**src/rtl/rtc_prescaler_if.sv**
```systemverilog
// Bus bundle for rtc_prescaler: oscillator input, run control, ratio/trim load
// and the tick outputs toward the RTC core.
interface rtc_prescaler_if #(
  parameter int unsigned DIV_WIDTH  = 20,
  parameter int unsigned TRIM_WIDTH = 8,
  parameter int unsigned SEC_WIDTH  = 32
);

  logic                  trig;
  logic                  enable;
  logic [DIV_WIDTH-1:0]  div_value;
  logic [TRIM_WIDTH-1:0] trim_value;
  logic                  div_load;
  logic                  one_hz;
  logic                  half_hz_50;
  logic [SEC_WIDTH-1:0]  sec_count;
  logic                  los;

  modport master (
    output trig, enable, div_value, trim_value, div_load,
    input  one_hz, half_hz_50, sec_count, los
  );

  modport slave (
    input  trig, enable, div_value, trim_value, div_load,
    output one_hz, half_hz_50, sec_count, los
  );

endinterface

```
**src/rtl/rtc_prescaler.sv**
```systemverilog
// Programmable, trimmable prescaler turning an asynchronous oscillator into a
// calibrated 1 Hz tick, with a seconds count and loss-of-signal detection.
module rtc_prescaler #(
  parameter int unsigned PRE_WIDTH   = 7,
  parameter int unsigned DIV_WIDTH   = 20,
  parameter int unsigned DEFAULT_DIV = 78125,
  parameter int unsigned TRIM_WIDTH  = 8,
  parameter int unsigned CAL_WIDTH   = 5,
  parameter int unsigned LOS_CYCLES  = 1000,
  parameter int unsigned SEC_WIDTH   = 32
) (
  input  logic           clk,
  input  logic           rst,
  rtc_prescaler_if.slave bus
);

  // Period sum is kept two bits wider than the operands so that neither a
  // large divide plus positive trim nor a negative result can alias.
  localparam int unsigned SUM_W = ((DIV_WIDTH > TRIM_WIDTH) ? DIV_WIDTH : TRIM_WIDTH) + 2;
  localparam int unsigned LOS_W = $clog2(LOS_CYCLES + 1);

  localparam logic [PRE_WIDTH-1:0]    PRE_MAX = {PRE_WIDTH{1'b1}};
  localparam logic [LOS_W-1:0]        LOS_MAX = LOS_W'(LOS_CYCLES);
  localparam logic signed [SUM_W-1:0] P_MIN   = SUM_W'(2);
  localparam logic signed [SUM_W-1:0] P_MAX   = SUM_W'({DIV_WIDTH{1'b1}});

  logic                  s1_q, s2_q, s2d_q;
  logic                  trig_edge_c;

  logic [PRE_WIDTH-1:0]  pre_q, pre_d;
  logic                  pre_tick_q, pre_tick_d;

  logic [DIV_WIDTH-1:0]  div_q, div_d;
  logic [TRIM_WIDTH-1:0] trim_q, trim_d;

  logic signed [SUM_W-1:0] div_ext_c, trim_ext_c, sum_c;
  logic [DIV_WIDTH-1:0]  period_c;
  logic                  term_c;

  logic [DIV_WIDTH-1:0]  cnt_q, cnt_d;
  logic [CAL_WIDTH-1:0]  cal_q, cal_d;
  logic [SEC_WIDTH-1:0]  sec_q, sec_d;
  logic                  half_q, half_d;
  logic                  one_hz_q, one_hz_d;

  logic [LOS_W-1:0]      los_cnt_q, los_cnt_d;
  logic                  los_q, los_d;

  // Two-flop synchronizer plus delay flop for rising-edge detection.
  always_ff @(posedge clk) begin
    if (rst) begin
      s1_q  <= 1'b0;
      s2_q  <= 1'b0;
      s2d_q <= 1'b0;
    end else begin
      s1_q  <= bus.trig;
      s2_q  <= s1_q;
      s2d_q <= s2_q;
    end
  end

  assign trig_edge_c = s2_q & ~s2d_q;

  // Prescaler: a pre-tick on every wrap of the edge counter.
  always_comb begin
    pre_d      = pre_q;
    pre_tick_d = 1'b0;
    if (bus.div_load) begin
      pre_d = '0;
    end else if (bus.enable && trig_edge_c) begin
      pre_d      = pre_q + PRE_WIDTH'(1);
      pre_tick_d = (pre_q == PRE_MAX);
    end
  end

  // Ratio and trim registers.
  always_comb begin
    div_d  = div_q;
    trim_d = trim_q;
    if (bus.div_load) begin
      div_d  = bus.div_value;
      trim_d = bus.trim_value;
    end
  end

  // Period of the current second: trim applies only when cal_count is zero.
  always_comb begin
    div_ext_c  = {{(SUM_W - DIV_WIDTH){1'b0}}, div_q};
    trim_ext_c = {{(SUM_W - TRIM_WIDTH){trim_q[TRIM_WIDTH-1]}}, trim_q};
    sum_c      = (cal_q == '0) ? (div_ext_c + trim_ext_c) : div_ext_c;
    if (sum_c < P_MIN) begin
      period_c = DIV_WIDTH'(2);
    end else if (sum_c > P_MAX) begin
      period_c = {DIV_WIDTH{1'b1}};
    end else begin
      period_c = sum_c[DIV_WIDTH-1:0];
    end
  end

  assign term_c = (cnt_q == (period_c - DIV_WIDTH'(1)));

  // Main counter, seconds count and output pulses.
  always_comb begin
    cnt_d    = cnt_q;
    cal_d    = cal_q;
    sec_d    = sec_q;
    half_d   = half_q;
    one_hz_d = 1'b0;
    if (bus.div_load) begin
      cnt_d = '0;
      cal_d = '0;
    end else if (bus.enable && pre_tick_q) begin
      if (term_c) begin
        cnt_d    = '0;
        one_hz_d = 1'b1;
        half_d   = ~half_q;
        sec_d    = sec_q + SEC_WIDTH'(1);
        cal_d    = cal_q + CAL_WIDTH'(1);
      end else begin
        cnt_d = cnt_q + DIV_WIDTH'(1);
      end
    end
  end

  // Loss-of-signal: saturating count of cycles since the last edge.
  always_comb begin
    los_cnt_d = los_cnt_q;
    if (trig_edge_c) begin
      los_cnt_d = '0;
    end else if (los_cnt_q != LOS_MAX) begin
      los_cnt_d = los_cnt_q + LOS_W'(1);
    end
    los_d = (los_cnt_d == LOS_MAX);
  end

  always_ff @(posedge clk) begin
    if (rst) begin
      pre_q      <= '0;
      pre_tick_q <= 1'b0;
      div_q      <= DIV_WIDTH'(DEFAULT_DIV);
      trim_q     <= '0;
      cnt_q      <= '0;
      cal_q      <= '0;
      sec_q      <= '0;
      half_q     <= 1'b0;
      one_hz_q   <= 1'b0;
      los_cnt_q  <= '0;
      los_q      <= 1'b0;
    end else begin
      pre_q      <= pre_d;
      pre_tick_q <= pre_tick_d;
      div_q      <= div_d;
      trim_q     <= trim_d;
      cnt_q      <= cnt_d;
      cal_q      <= cal_d;
      sec_q      <= sec_d;
      half_q     <= half_d;
      one_hz_q   <= one_hz_d;
      los_cnt_q  <= los_cnt_d;
      los_q      <= los_d;
    end
  end

  assign bus.one_hz     = one_hz_q;
  assign bus.half_hz_50 = half_q;
  assign bus.sec_count  = sec_q;
  assign bus.los        = los_q;

endmodule

```
**src/flat_wrapper.sv**
```systemverilog
// flat-port wrapper written by rule: the top's interface ports become plain ports
module rtc_prescaler_flat 
#(
  parameter int unsigned PRE_WIDTH   = 7,
  parameter int unsigned DIV_WIDTH   = 20,
  parameter int unsigned DEFAULT_DIV = 78125,
  parameter int unsigned TRIM_WIDTH  = 8,
  parameter int unsigned CAL_WIDTH   = 5,
  parameter int unsigned LOS_CYCLES  = 1000,
  parameter int unsigned SEC_WIDTH   = 32
)
  (clk, rst, bus_trig, bus_enable, bus_div_value, bus_trim_value, bus_div_load, bus_one_hz, bus_half_hz_50, bus_sec_count, bus_los);
  rtc_prescaler_if #(.DIV_WIDTH(DIV_WIDTH), .TRIM_WIDTH(TRIM_WIDTH), .SEC_WIDTH(SEC_WIDTH)) bus_i ();
  input  logic clk;
  input  logic rst;
  input wire logic [$bits(bus_i.trig)-1:0] bus_trig;
  input wire logic [$bits(bus_i.enable)-1:0] bus_enable;
  input wire logic [$bits(bus_i.div_value)-1:0] bus_div_value;
  input wire logic [$bits(bus_i.trim_value)-1:0] bus_trim_value;
  input wire logic [$bits(bus_i.div_load)-1:0] bus_div_load;
  output wire logic [$bits(bus_i.one_hz)-1:0] bus_one_hz;
  output wire logic [$bits(bus_i.half_hz_50)-1:0] bus_half_hz_50;
  output wire logic [$bits(bus_i.sec_count)-1:0] bus_sec_count;
  output wire logic [$bits(bus_i.los)-1:0] bus_los;
  assign bus_i.trig = bus_trig;
  assign bus_i.enable = bus_enable;
  assign bus_i.div_value = bus_div_value;
  assign bus_i.trim_value = bus_trim_value;
  assign bus_i.div_load = bus_div_load;
  assign bus_one_hz = bus_i.one_hz;
  assign bus_half_hz_50 = bus_i.half_hz_50;
  assign bus_sec_count = bus_i.sec_count;
  assign bus_los = bus_i.los;
  rtc_prescaler #(.PRE_WIDTH(PRE_WIDTH), .DIV_WIDTH(DIV_WIDTH), .DEFAULT_DIV(DEFAULT_DIV), .TRIM_WIDTH(TRIM_WIDTH), .CAL_WIDTH(CAL_WIDTH), .LOS_CYCLES(LOS_CYCLES), .SEC_WIDTH(SEC_WIDTH)) u_core (.clk(clk), .rst(rst), .bus(bus_i));
endmodule
```
**config.mk**
```make
export PLATFORM = sky130hd
export DESIGN_NAME = rtc_prescaler_flat
export DESIGN_NICKNAME = d
export VERILOG_FILES = /design/src/rtl/rtc_prescaler_if.sv /design/src/rtl/rtc_prescaler.sv /design/src/flat_wrapper.sv
export SDC_FILE = /design/constraint.sdc
export NUM_CORES = 1
export LEC_CHECK = 0
export CAP_MARGIN = 20
export CORE_MARGIN = 8
export CORE_UTILIZATION = 45
export DETAILED_ROUTE_END_ITERATION = 8
export PLACE_DENSITY = 0.67
export SLEW_MARGIN = 20
export SYNTH_ARGS = -nofsm -noshare
export SYNTH_HDL_FRONTEND = slang
export SYNTH_SLANG_ARGS = --single-unit
```
**constraint.sdc**
```tcl
create_clock -name clk -period 6.73 [get_ports clk]
set_clock_uncertainty 0.05 [all_clocks]
set_input_delay 1.346 -clock clk [delete_from_list [all_inputs] [get_ports clk]]
set_output_delay 1.346 -clock clk [all_outputs]
set_load 0.02 [all_outputs]
```
Word-level counts from Yosys, hierarchy flattened
Cells that the tools add are included.
- add/subtract/negate cells: 7
- order comparisons: 2
- equality and inequality tests: 4
- mux-type cells: 7
- bitwise operators: 6
- reductions and logical operators: 8
- operator list (cell ; count):
    20-bit 2-to-1 mux ; 3
    32-bit by 1-bit adder with 32-bit output (second input constant) ; 1
    21-bit by 8-bit adder with 22-bit output ; 1
    22-bit by 21-bit greater-than comparator with 1-bit output (second input constant) ; 1
    22-bit by 3-bit less-than comparator with 1-bit output (second input constant) ; 1
    22-bit 2-to-1 mux ; 1
    20-bit by 1-bit adder with 20-bit output (second input constant) ; 1
    20-bit equality test ; 1
    10-bit 2-to-1 mux ; 2
    20-bit by 1-bit subtractor with 20-bit output (second input constant) ; 1
    10-bit by 1-bit adder with 10-bit output (second input constant) ; 1
    10-bit equality test (second input constant) ; 1
    10-bit != test (second input constant) ; 1
    7-bit by 1-bit adder with 7-bit output (second input constant) ; 1
    7-bit equality test (second input constant) ; 1
    3-bit OR reduction ; 2
    5-bit by 1-bit adder with 5-bit output (second input constant) ; 1
    5-bit logical NOT ; 1
    1-bit inverter ; 5
    3-bit AND reduction ; 1
    1-bit logical AND ; 2
    2-bit AND reduction ; 1
    2-bit OR reduction ; 1
    1-bit bitwise AND ; 1
    1-bit 2-to-1 mux ; 1
- flip-flop bits (word level): 109
- input port bits: 33
- output and inout bits: 35
- logic and storage cells: 48

Logic depth before layout (Yosys ltp)
Gate-level depths: netlist of the first run.
- depth after elaboration: 8
- depth in mapped cells: 29
- mapped depth without buffers: 24

Worst setup path before layout of the first run
No wires, ideal clock.
- path kind: flip-flop to flip-flop
- start point: reg u_core.div_q[0]
- end point: reg u_core.sec_q[17], in the netlist u_core.bus.sec_count[17]
- setup time: 0.123 ns
- arrival: 6.697 ns
- required time: 6.557 ns
- slack: -0.141 ns
- cell stages (with the launch flop): 27
- path buffers: 2
- clock period less this slack: 6.871 ns
- cells stage by stage: dfxtp_1 ha_1 fa_1 a21o_1 a221o_1 o311a_1 nor3_2 nand2_1 nor3b_1 and4_4 nor2_2 nand2_1 ha_1 clkbuf_1 inv_1 a221oi_1 o2111a_1 nand4_1 or4_1 nand3_1 xor2_1 or4b_4 nor4_4 nand2_2 buf_4 nor4_1 mux2_1
- longest elaborated chain between the ends: 8
- elaborated cells between the ends (all ways): 9
- classes of those cells: add/sub (2); order compare (2); eq/ne (1); mux (3); reduce/logical (1)
- ends and longest elaborated chain (element ; RTL line ; RTL):
    start, declared ; rtc_prescaler.sv:33 ; logic [DIV_WIDTH-1:0] div_q, div_d;
    start signal, assigned ; rtc_prescaler.sv:140 ; div_q <= DIV_WIDTH'(DEFAULT_DIV);
    start signal, assigned ; rtc_prescaler.sv:152 ; div_q <= div_d;
    21-bit by 8-bit adder with 22-bit output ; rtc_prescaler.sv:90 ; sum_c = (cal_q == '0) ? (div_ext_c + trim_ext_c) : div_ext_c;
    22-bit 2-to-1 mux (*) ; rtc_prescaler.sv:90 ;
    22-bit by 21-bit greater-than comparator with 1-bit output ; rtc_prescaler.sv:93 ; end else if (sum_c > P_MAX) begin
    20-bit 2-to-1 mux ; rtc_prescaler.sv:93 ;
    20-bit 2-to-1 mux (*) ; rtc_prescaler.sv:91 ; if (sum_c < P_MIN) begin
    20-bit by 1-bit subtractor with 20-bit output (*) ; rtc_prescaler.sv:100 ; assign term_c = (cnt_q == (period_c - DIV_WIDTH'(1)));
    20-bit equality test (*) ; rtc_prescaler.sv:100 ;
    3-bit AND reduction (no line) (*) ; n/a ;
    end signal, assigned ; rtc_prescaler.sv:144 ; sec_q <= '0;
    end signal, assigned ; rtc_prescaler.sv:156 ; sec_q <= sec_d;
    end, declared ; rtc_prescaler.sv:42 ; logic [SEC_WIDTH-1:0] sec_q, sec_d;
Mark *: on every way between the ends. The rest lies on a longest branch, timed or not.
A chain may end at the register's enable or synchronous reset.

Worst setup path in the final report of the first run
- start point: reg u_core.div_q[4]
- end point: reg u_core.sec_q[20], in the netlist u_core.bus.sec_count[20]
Same word-level chain as after synthesis.

==> results of run 1 <==
[cells by family (layout without fill, tap and decap cells)]
kind of cell,Yosys count,count (layout),share of synthesized area [%]
simple gates,511,511,32.0
flops,109,109,26.3
compound gates,214,215,18.9
xor+xnor,58,58,6.11
fa+ha+maj,30,30,4.61
mux,66,66,8.48
buf+inv,76,146,3.69
[timing repair]
| item | in CTS | in global routing |
|---|---|---|
| setup buffers | 0 | 4 |
| resized for setup | 0 | 27 |
| setup endpoints to repair | 0 | 56 |
[registers in the layout, indices dropped and copies added, names as in the netlist, 5 cells and up]
register and count:
u_core.div_q 20, u_core.bus.sec_count 32, u_core.cnt_q 20, u_core.los_cnt_q 10
u_core.pre_q 7, u_core.trim_q 8, u_core.cal_q 5
[layout make-up]
cell class                 instances  area [um2]  share of cell area (%)
inverter                          18        67.6                   0.682
timing repair buffer             112        1040                    10.5
sequential                       109        2180                    22.0
clock buffer                       9         225                    2.27
clock inverter                     7         101                    1.02
multi-input combinational        880        6000                    60.6
tap                              229         287                    2.89
[metrics by stage]
stage          std cells  hold WS [ns]  total power (W)  setup WS (ns)
2_1_floorplan       1064         0.364         0.000989        0.00156
3_3_place_gp        1343         0.369          0.00112          0.216
3_5_place_dp        1343         0.380          0.00112         0.0968
4_1_cts             1359         0.399          0.00172         0.0411
5_1_grt             1364         0.420          0.00182        -0.0339
6_report            1364         0.394          0.00173          0.207
[worst max-delay path, stage by stage, from the launching register on]
cell and delay (ns):
dfxtp_1 0.48, ha_1 0.37, a21o_1 0.33, a221oi_4 0.36, buf_4 0.19, nor3_1 0.07
or3_1 0.40, a31oi_4 0.21, o2111a_2 0.26, and4_4 0.28, nor2_2 0.05, nand2_1 0.08
ha_1 0.16, inv_1 0.07, a221oi_2 0.21, and3_1 0.22, nand3_1 0.15, or4_4 0.51
nand3_1 0.13, nor4b_4 0.25, o2111ai_2 0.20, nor4b_4 0.43, nand2_2 0.12, buf_12 0.18
nor4_1 0.29, mux2_1 0.35
[metal layers]
metal,vias to the layer above,global-route usage (%),wire [um]
met3,50,3.90,1550
met1,3831,27.2,11200
met4,0,5.28,500
met2,265,31.8,10900
met5,-,0,0
li1,4031,-,-
[worst max path at each step]
stage / start / end / slack, ns / cells past startpoint
floorplan: u_core.div_q[0]$_SDFFE_PP1P_ / u_core.bus.sec_count[17]$_SDFFE_PP0P_ / 0.002 / 26
global placement: u_core.div_q[0]$_SDFFE_PP1P_ / u_core.bus.sec_count[31]$_SDFFE_PP0P_ / 0.22 / 25
detailed placement: u_core.div_q[0]$_SDFFE_PP1P_ / u_core.bus.sec_count[31]$_SDFFE_PP0P_ / 0.1 / 25
CTS: u_core.div_q[0]$_SDFFE_PP1P_ / u_core.bus.sec_count[31]$_SDFFE_PP0P_ / 0.04 / 25
global route: u_core.div_q[4]$_SDFFE_PP0P_ / u_core.bus.sec_count[24]$_SDFFE_PP0P_ / -0.03 / 25
finish: u_core.div_q[4]$_SDFFE_PP0P_ / u_core.bus.sec_count[20]$_SDFFE_PP0P_ / 0.21 / 25
[power by group through the flow]
stage	Sequential, W	Combinational (W)	Clock [W]
2_1_floorplan	0.000682	0.000307	0
4_1_cts	0.000672	0.000441	0.000610
3_5_place_dp	0.000687	0.000437	0
6_report	0.000673	0.000473	0.000589
3_3_place_gp	0.000687	0.000438	0
5_1_grt	0.000675	0.000515	0.000630
[cells in the final DEF, fill, tap and decap left out, types with 9 or more instances in the layout]
cell / synthesis / final
nand2_1: 78 / 78
a21oi_1: 40 / 40
clkbuf_16: 0 / 9
and2_1: 15 / 15
o21ai_0: 34 / 34
mux2_1: 29 / 29
clkdlybuf4s50_1: 0 / 65
nor4_1: 19 / 13
dfxtp_1: 109 / 108
nand4_1: 27 / 27
o21a_1: 10 / 10
nor3_1: 39 / 38
nor2_1: 143 / 143
and3_1: 23 / 23
inv_1: 18 / 18
buf_4: 2 / 43
ha_1: 29 / 29
a31oi_1: 12 / 12
xnor2_1: 26 / 26
o211ai_1: 12 / 12
or4_1: 10 / 9
nor2b_1: 46 / 46
mux2i_1: 31 / 31
a211o_1: 12 / 12
xor2_1: 32 / 32
or3_1: 14 / 14
nand3_1: 48 / 48
[cell usage after synthesis, types with 18 or more instances]
| master | count |
|---|---|
| nand3_1 | 48 |
| nand2_1 | 78 |
| nor2b_1 | 46 |
| and3_1 | 23 |
| a21oi_1 | 40 |
| inv_1 | 18 |
| clkbuf_1 | 40 |
| mux2i_1 | 31 |
| nor2_1 | 143 |
| nor3_1 | 39 |
| nand4_1 | 27 |
| nor4_1 | 19 |
| o21ai_0 | 34 |
| dfxtp_1 | 109 |
| mux2_1 | 29 |
| ha_1 | 29 |
| xor2_1 | 32 |
| xnor2_1 | 26 |
==> impl_metrics.py, run 1 <==
metrics = {
    "grt": {
        "grt_pass1_wl_mm": 39.4,
        "grt_antenna_before_repair": 0,
        "grtUsageTotal_pct": 20.0,
        "grt_pass1_vias": 7531,
        "grt_max_degree": 101,
        "gr-total-overflow": 0,
    },
    "floorplan": {
        "dieWidth_um": 152,
        "ioPinCount": 68,
        "rows": 49,
        "die_h_um": 152,
        "initial_core_util_pct": 46.1,
        "dieArea_um2": 23100,
        "coreArea_um2": 18000,
    },
    "clock_network": {
        "clk_latency_ns": 0.36,
        "cts_sinks": 109,
        "numCtsBuffers": 9,
        "htreeDepth": 3,
        "postCtsHoldBufs": 0,
        "clkTransAtPathRegs_ns": 0.08,
        "root_buffer": "clkbuf_16",
        "cts_tree": "built",
        "clockBufferDepth": 2,
    },
    "sta": {
        "period_needed_ns": 6.52,
        "setup_viol_count_final": 0,
        "maxSlewHeadroom_pct": 35.9,
        "tightest_slew_ns": 0.962,
        "fin_crit_sh_pct": 96.9,
        "fmax_mhz": 153,
        "finalHoldViolations": 0,
        "setup_tns_ns": 0,
        "slew_viol_final": 0,
    },
    "placed_design": {
        "io_buffers": 67,
        "post-dp-hpwl_mm": 18.1,
        "gp_congestion": 1.01,
        "place_area_um2": 9380,
    },
    "run_status": {
        "run_status": "complete, no violations",
    },
    "logic_synthesis": {
        "synth-main-ff-cell": "dfxtp_1",
        "synth_area_um2": 8310,
        "yosys.area.top_type": "dfxtp_1",
        "yosysWarnings": 0,
        "synthArstFlopShare_pct": 0,
        "yosys.cell_types.count": 88,
        "synth.area.top_cells": "dfxtp_1 26%, nor2_1 6.5%, ha_1 4.4%",
        "ys_seq_elements": 109,
        "syn_inst": 1064,
        "synth_edf_count": 0,
        "yosysSeqAreaShare_pct": 26.3,
        "syn_nets": 1127,
        "synth_top_area_share_pct": 26.3,
        "syn_avg_cell_area_um2": 7.81,
    },
    "worst_setup_path": {
        "path_max_fanout": 36,
        "timing.rr.end": "u_core.bus.sec_count[20]$_SDFFE_PP0P_",
        "cp.required_ns": 6.92,
        "cp-end-kind": "register",
        "startpoint_type": "register",
        "r2r-start": "u_core.div_q[4]$_SDFFE_PP0P_",
        "arrival_ns": 6.72,
        "r2r_setup_slack_ns": 0.21,
        "worstSetupPathType": "reg -> reg",
        "r2r.worst_path.cells": 25,
    },
    "drt": {
        "wirelength_mm": 24.2,
        "vias_per_cell": 5.99,
        "drc": 0,
        "drt_iter0_markers": 653,
        "wl_per_cell_um": 17.7,
        "dr.pass1.iters": 5,
        "antenna_left": 0,
        "vias": 8177,
    },
    "min_path": {
        "min_to": "u_core.s2_q$_SDFF_PP0_",
        "worst_hold_path_type": "reg -> reg",
        "holdPathStages": 1,
        "hp-start": "u_core.s1_q$_SDFF_PP0_",
    },
    "power_and_ir_drop": {
        "p_sw_w": 0.000575,
        "p_int_w": 0.00116,
        "p_clk_share_pct": 34.0,
        "ir_drop_uv": 116,
        "power.share.switching_pct": 33.1,
        "p_per_area_nw_per_um2": 175,
        "leakagePower_nw": 3.79,
        "seq_power_share_pct": 38.8,
        "pwr-share-comb_pct": 27.3,
    },
    "run": {
        "cap_violations": 0,
    },
    "cells_and_area": {
        "nNetsFinal": 1193,
        "fillers": 1729,
        "area_growth_pct": 19.2,
        "n_antenna_cell": 0,
        "final_area_um2": 9900,
        "post-route-util_pct": 54.9,
        "drive_gt1_share_pct": 10.8,
    },
}
Note: power is estimated with default switching activity, not from simulation.
==> inputs of run 2 (changes only) <==
- ABC_AREA: default -> 1
==> run 2 against run 1 <==
Effect of this change:
- critical endpoint is now u_core.bus.sec_count[31]$_SDFFE_PP0P_
- largest cell class unchanged
- highest routed layer unchanged
- global-route usage decreased by 0.29 points
- non-clock buffer count fell by 39
- combinational power hardly changed
==> impl_metrics.py, run 2 <==
metrics = {
    "run_status": {
        "run_status": "complete, no violations",
    },
    "worst_setup_path": {
        "slowest_stage": "dfxtp_1",
        "r2r.worst_path.cells": 25,
        "cp.required_ns": 6.90,
        "timing.rr.end": "u_core.bus.sec_count[31]$_SDFFE_PP0P_",
        "r2r_setup_slack_ns": 0.95,
        "startpoint_type": "register",
        "critPathBufInv": 2,
        "worstSetupPathType": "reg -> reg",
        "r2r-start": "u_core.trim_q[7]$_SDFFE_PP0P_",
        "cp_top_family": "simple AND/OR/NAND/NOR gates",
        "cp-end-kind": "register",
        "path_max_fanout": 33,
        "cp_slowest_stage_delay_ns": 0.80,
        "crit_top_cell": "nand2_1",
        "arrival_ns": 5.95,
    },
    "grt": {
        "grt_max_degree": 42,
        "gr-total-overflow": 0,
        "grt_pass1_vias": 8137,
        "grt_pass1_wl_mm": 38.9,
        "grt_antenna_before_repair": 0,
        "grtUsageTotal_pct": 19.8,
    },
    "cells_and_area": {
        "final_common_cell": "nand2_1",
        "nNetsFinal": 1497,
        "fillers": 1951,
        "largest_reg_flops": 32,
        "area_growth_pct": 12.8,
        "final_cell_mix": "419 x nand2_1, 173 x nor2_1, 166 x inv_1",
        "n_antenna_cell": 0,
        "drive_gt1_share_pct": 5.21,
    },
    "power_and_ir_drop": {
        "ir_drop_uv": 150,
        "p_per_area_nw_per_um2": 180,
        "leakagePower_nw": 4.17,
    },
    "clock_network": {
        "numCtsBuffers": 9,
        "root_buffer": "clkbuf_16",
        "clk_latency_ns": 0.36,
        "postCtsHoldBufs": 0,
        "clkTransAtPathRegs_ns": 0.09,
        "post-cts-setup-buffer-count": 0,
        "htreeDepth": 3,
        "clockBufferDepth": 2,
        "cts_tree": "built",
        "cts_resized": 0,
        "cts_sinks": 109,
    },
    "logic_synthesis": {
        "synthArstFlopShare_pct": 0,
        "yosysWarnings": 0,
        "ys_seq_elements": 109,
        "syn_inst": 1391,
        "syn_avg_cell_area_um2": 6.05,
        "synthTopCellsByCount": "419 x nand2_1, 174 x nor2_1, 166 x inv_1",
        "yosysSeqAreaShare_pct": 25.9,
        "synth_area_um2": 8420,
        "yosysMostFrequentCell": "nand2_1",
        "synth_edf_count": 0,
        "synth-main-ff-cell": "dfxtp_1",
        "synth.area.top_cells": "dfxtp_1 26%, nand2_1 19%, nor2_1 7.8%",
        "yosys.area.top_type": "dfxtp_1",
        "yosys.cell_types.count": 41,
        "syn_nets": 1454,
        "synth_top_area_share_pct": 25.9,
    },
    "min_path": {
        "holdPathStages": 2,
        "min_to": "u_core.s2_q$_SDFF_PP0_",
        "hp-start": "u_core.s1_q$_SDFF_PP0_",
        "worst_hold_path_type": "reg -> reg",
    },
    "drt": {
        "dr.pass1.iters": 5,
        "drt_iter0_markers": 575,
        "vias_per_cell": 5.21,
        "antenna_left": 0,
        "wl_per_cell_um": 13.9,
        "vias": 8711,
        "wirelength_mm": 23.3,
        "drc": 0,
    },
    "floorplan": {
        "coreArea_um2": 18500,
        "initial_core_util_pct": 45.5,
        "ioPinCount": 68,
        "die_h_um": 153,
        "rows": 50,
        "dieArea_um2": 23300,
        "dieWidth_um": 153,
    },
    "sta": {
        "rsz0062_at_grt": "no",
        "maxSlewHeadroom_pct": 33.6,
        "slew_viol_final": 0,
        "fin_crit_sh_pct": 85.9,
        "period_needed_ns": 5.78,
        "setup_viol_count_final": 0,
        "tightest_slew_ns": 0.993,
        "fmax_mhz": 173,
        "setup_tns_ns": 0,
        "finalHoldViolations": 0,
        "setup_slack_ns": 0.947,
    },
    "placed_design": {
        "post-dp-hpwl_mm": 18.0,
        "gp_congestion": 0.954,
        "io_buffers": 67,
        "pre_cts_ws_ns": 1.02,
    },
    "run": {
        "cap_violations": 0,
    },
}
## run 2: cell count changes in the layout (fill, tap and decap cells not counted), sizes merged, moves of 28 or more
cell   before  now
a21oi      41   70
buf        47    6
inv        21  180
mux2       35    0
mux2i      31    1
nand2      79  429
nand3      48  114
nand4      28   56
nor2      144  186
nor2b      46    0
## run 2: kinds of logic after synthesis
| group | after synthesis | share of synthesized area (%) |
|---|---|---|
| simple gates | 842 | 43.9 |
| buf+inv | 220 | 10.8 |
| compound gates | 132 | 8.78 |
| fa+ha+maj | 30 | 4.55 |
| xor+xnor | 57 | 5.93 |
| mux | 1 | 0.119 |
| flops | 109 | 25.9 |
## run 2: worst max-delay path by stage
stage	slack, ns	to	from	depth (start not counted)
final	0.95	u_core.bus.sec_count[31]$_SDFFE_PP0P_	u_core.trim_q[7]$_SDFFE_PP0P_	25
after floorplan	2.66	u_core.cnt_q[10]$_SDFFE_PP0P_	u_core.trim_q[7]$_SDFFE_PP0P_	33
after detailed placement	1.02	u_core.bus.sec_count[5]$_SDFFE_PP0P_	u_core.trim_q[7]$_SDFFE_PP0P_	25
after global placement	1.20	u_core.bus.half_hz_50$_SDFFE_PP0P_	u_core.trim_q[7]$_SDFFE_PP0P_	27
after global routing	0.34	u_core.bus.sec_count[16]$_SDFFE_PP0P_	u_core.trim_q[7]$_SDFFE_PP0P_	27
after CTS	0.98	u_core.bus.sec_count[30]$_SDFFE_PP0P_	u_core.trim_q[7]$_SDFFE_PP0P_	25
## run 2: stage by stage
step           instances  power [W]  util [%]  instance area (um2)  hold slack, ns
2_1_floorplan       1391    0.00104         -                 8420           0.338
3_3_place_gp        1657    0.00115      49.6                 9190           0.353
3_5_place_dp        1657    0.00115      49.6                 9190           0.350
4_1_cts             1673    0.00171      51.3                 9500           0.362
5_1_grt             1673    0.00181      51.3                 9500           0.401
6_report            1673    0.00171      51.3                 9500           0.358
## run 2: routing by layer
metal  routed length [um]  GRT usage, %
met1                11200          25.7
met2                10700          33.4
met3                 1050          3.01
met4                  359          5.14
met5                    0             0
## run 2: tightest hold or removal path: stages, from the launching register on
cell	delay, ns
dfxtp_1	0.30
inv_1	0.04
nor2_1	0.03
## run 2: report_power, final
part           internal (W)  switching, W
registers          0.000658     0.0000136
logic              0.000155      0.000316
clock network      0.000295      0.000267
total               0.00111      0.000597
## run 2: final cells by class
type | instances | area (um2) | share of cell area [%]
clock buffer | 9 | 225 | 2.37
clock inverter | 7 | 81.3 | 0.857
inverter | 179 | 672 | 7.08
multi-input combinational | 1062 | 5330 | 56.1
sequential | 109 | 2180 | 23.0
tap | 234 | 293 | 3.08
timing repair buffer | 73 | 716 | 7.54
==> inputs of run 3 (changes only) <==
- REMOVE_ABC_BUFFERS: default -> 1
==> run 3 against run 2 <==
Effect of this change:
- clock power is 1% lower
- register-to-register slack worse by 0.19 ns
- total power shrank 0.71%
- die area unchanged
- utilization hardly changed
- routed wire length shrank 0.35%
- sequential power about the same
- combinational power down 1%
- critical path depth increased by 1
- flip-flop and latch count stayed put
- non-clock buffer count decreased by 1
- setup slack got worse by 0.19 ns
- highest routed layer unchanged
==> impl_metrics.py, run 3 (same netlist as run 2, synthesis figures left out) <==
metrics = {
    "run_status": {
        "run_status": "complete, no violations",
    },
    "placed_design": {
        "gp_congestion": 0.985,
        "io_buffers": 67,
        "post-dp-hpwl_mm": 17.7,
        "pre_cts_ws_ns": 0.831,
    },
    "worst_setup_path": {
        "cp-end-kind": "register",
        "startpoint_type": "register",
        "path_max_fanout": 40,
        "crit_top_cell": "nand2_1",
        "critical_path.startpoint": "u_core.trim_q[7]$_SDFFE_PP0P_",
        "worstSetupPathType": "reg -> reg",
        "r2r_setup_slack_ns": 0.76,
        "cp_slowest_stage_delay_ns": 0.81,
        "slowest_stage": "dfxtp_1",
        "arrival_ns": 6.16,
        "cp.required_ns": 6.92,
        "r2r-start": "u_core.trim_q[7]$_SDFFE_PP0P_",
    },
    "clock_network": {
        "root_buffer": "clkbuf_16",
        "clkTransAtPathRegs_ns": 0.08,
        "numCtsBuffers": 9,
        "postCtsHoldBufs": 0,
        "cts_sinks": 109,
        "cts_resized": 0,
        "clockBufferDepth": 2,
        "cts_tree": "built",
        "htreeDepth": 3,
        "clk_latency_ns": 0.37,
        "post-cts-setup-buffer-count": 0,
    },
    "drt": {
        "vias_per_cell": 5.15,
        "dr.pass1.iters": 5,
        "wirelength_mm": 23.2,
        "vias": 8619,
        "wl_per_cell_um": 13.9,
        "drt_iter0_markers": 590,
        "antenna_left": 0,
        "drc": 0,
    },
    "power_and_ir_drop": {
        "leakagePower_nw": 4.17,
        "ir_drop_uv": 149,
        "p_per_area_nw_per_um2": 179,
    },
    "min_path": {
        "hp-start": "u_core.s1_q$_SDFF_PP0_",
        "worst_hold_path_type": "reg -> reg",
    },
    "grt": {
        "grtUsageTotal_pct": 19.8,
        "grt_max_degree": 43,
        "grt_antenna_before_repair": 0,
        "grt_pass1_wl_mm": 38.8,
        "grt_pass1_vias": 8114,
        "gr-total-overflow": 0,
    },
    "sta": {
        "tightest_slew_ns": 0.914,
        "fin_crit_sh_pct": 88.7,
        "slew_viol_final": 0,
        "rsz0062_at_grt": "no",
        "setup_viol_count_final": 0,
        "fmax_mhz": 167,
        "period_needed_ns": 5.97,
        "setup_tns_ns": 0,
        "maxSlewHeadroom_pct": 39.0,
        "setup_slack_ns": 0.758,
        "finalHoldViolations": 0,
    },
    "cells_and_area": {
        "largest_reg_flops": 32,
        "drive_gt1_share_pct": 5.15,
        "post-route-util_pct": 51.2,
        "multi_input_area_um2": 5330,
        "register_area_um2": 2180,
        "n_antenna_cell": 0,
        "final_common_cell": "nand2_1",
        "area_growth_pct": 12.7,
        "final_cell_mix": "419 x nand2_1, 173 x nor2_1, 166 x inv_1",
        "nNetsFinal": 1496,
        "fillers": 1923,
    },
    "floorplan": {
        "dieWidth_um": 153,
        "rows": 50,
        "initial_core_util_pct": 45.5,
        "die_h_um": 153,
        "ioPinCount": 68,
        "dieArea_um2": 23300,
        "coreArea_um2": 18500,
    },
    "run": {
        "cap_violations": 0,
    },
}
-- run 3: cell types whose count changed in the layout (fill, tap and decap cells not counted), sizes merged --
cell | before | now
buf | 6 | 5
clkinvlp | 2 | 0
clkinv | 3 | 6
bufinv | 1 | 0
-- run 3: area by class of cell --
type / instances / area share (%)
well taps: 234 / 3.09
clock buffers: 9 / 2.37
flip-flops and latches: 109 / 23.0
multi-input cells: 1062 / 56.1
inverters: 179 / 7.08
repair buffers: 72 / 7.47
clock inverters: 7 / 0.844
-- run 3: power breakdown --
group          internal (W)  switching [W]  total, W
Clock              0.000266       0.000290  0.000556
Sequential         0.000658      0.0000135  0.000672
Combinational      0.000154       0.000311  0.000466
-- run 3: layer usage --
metal	wire length (um)	track usage [%]	vias up
met5	0	0	-
met4	527	6.22	0
met3	988	4.08	33
met2	10700	34.0	155
met1	11000	24.3	3881
li1	-	-	4550
-- run 3: metrics by stage --
stage                     hold WS, ns  std cells  power (W)  cell area, um2
after floorplan                 0.338       1350    0.00102            8180
after global placement          0.340       1656    0.00114            9180
after CTS                       0.369       1672    0.00171            9490
after global routing            0.373       1672    0.00181            9490
final                           0.364       1672    0.00169            9490
after detailed placement        0.356       1656    0.00115            9180
-- run 3: final timing paths --
path	cells past startpoint	endpoint
worst min register to register	2	u_core.s2_q$_SDFF_PP0_
worst min-delay path	2	u_core.s2_q$_SDFF_PP0_
worst max-delay path	26	u_core.bus.sec_count[11]$_SDFFE_PP0P_
worst max register to register	26	u_core.bus.sec_count[11]$_SDFFE_PP0P_
-- run 3: critical path, delay by kind of cell, from the launching register on --
kind / cells / cell delay, ns
flops: 1 / 0.81
fa+ha+maj: 2 / 0.71
buf+inv: 2 / 0.41
simple gates: 18 / 3.11
xor+xnor: 1 / 0.20
compound gates: 3 / 0.52
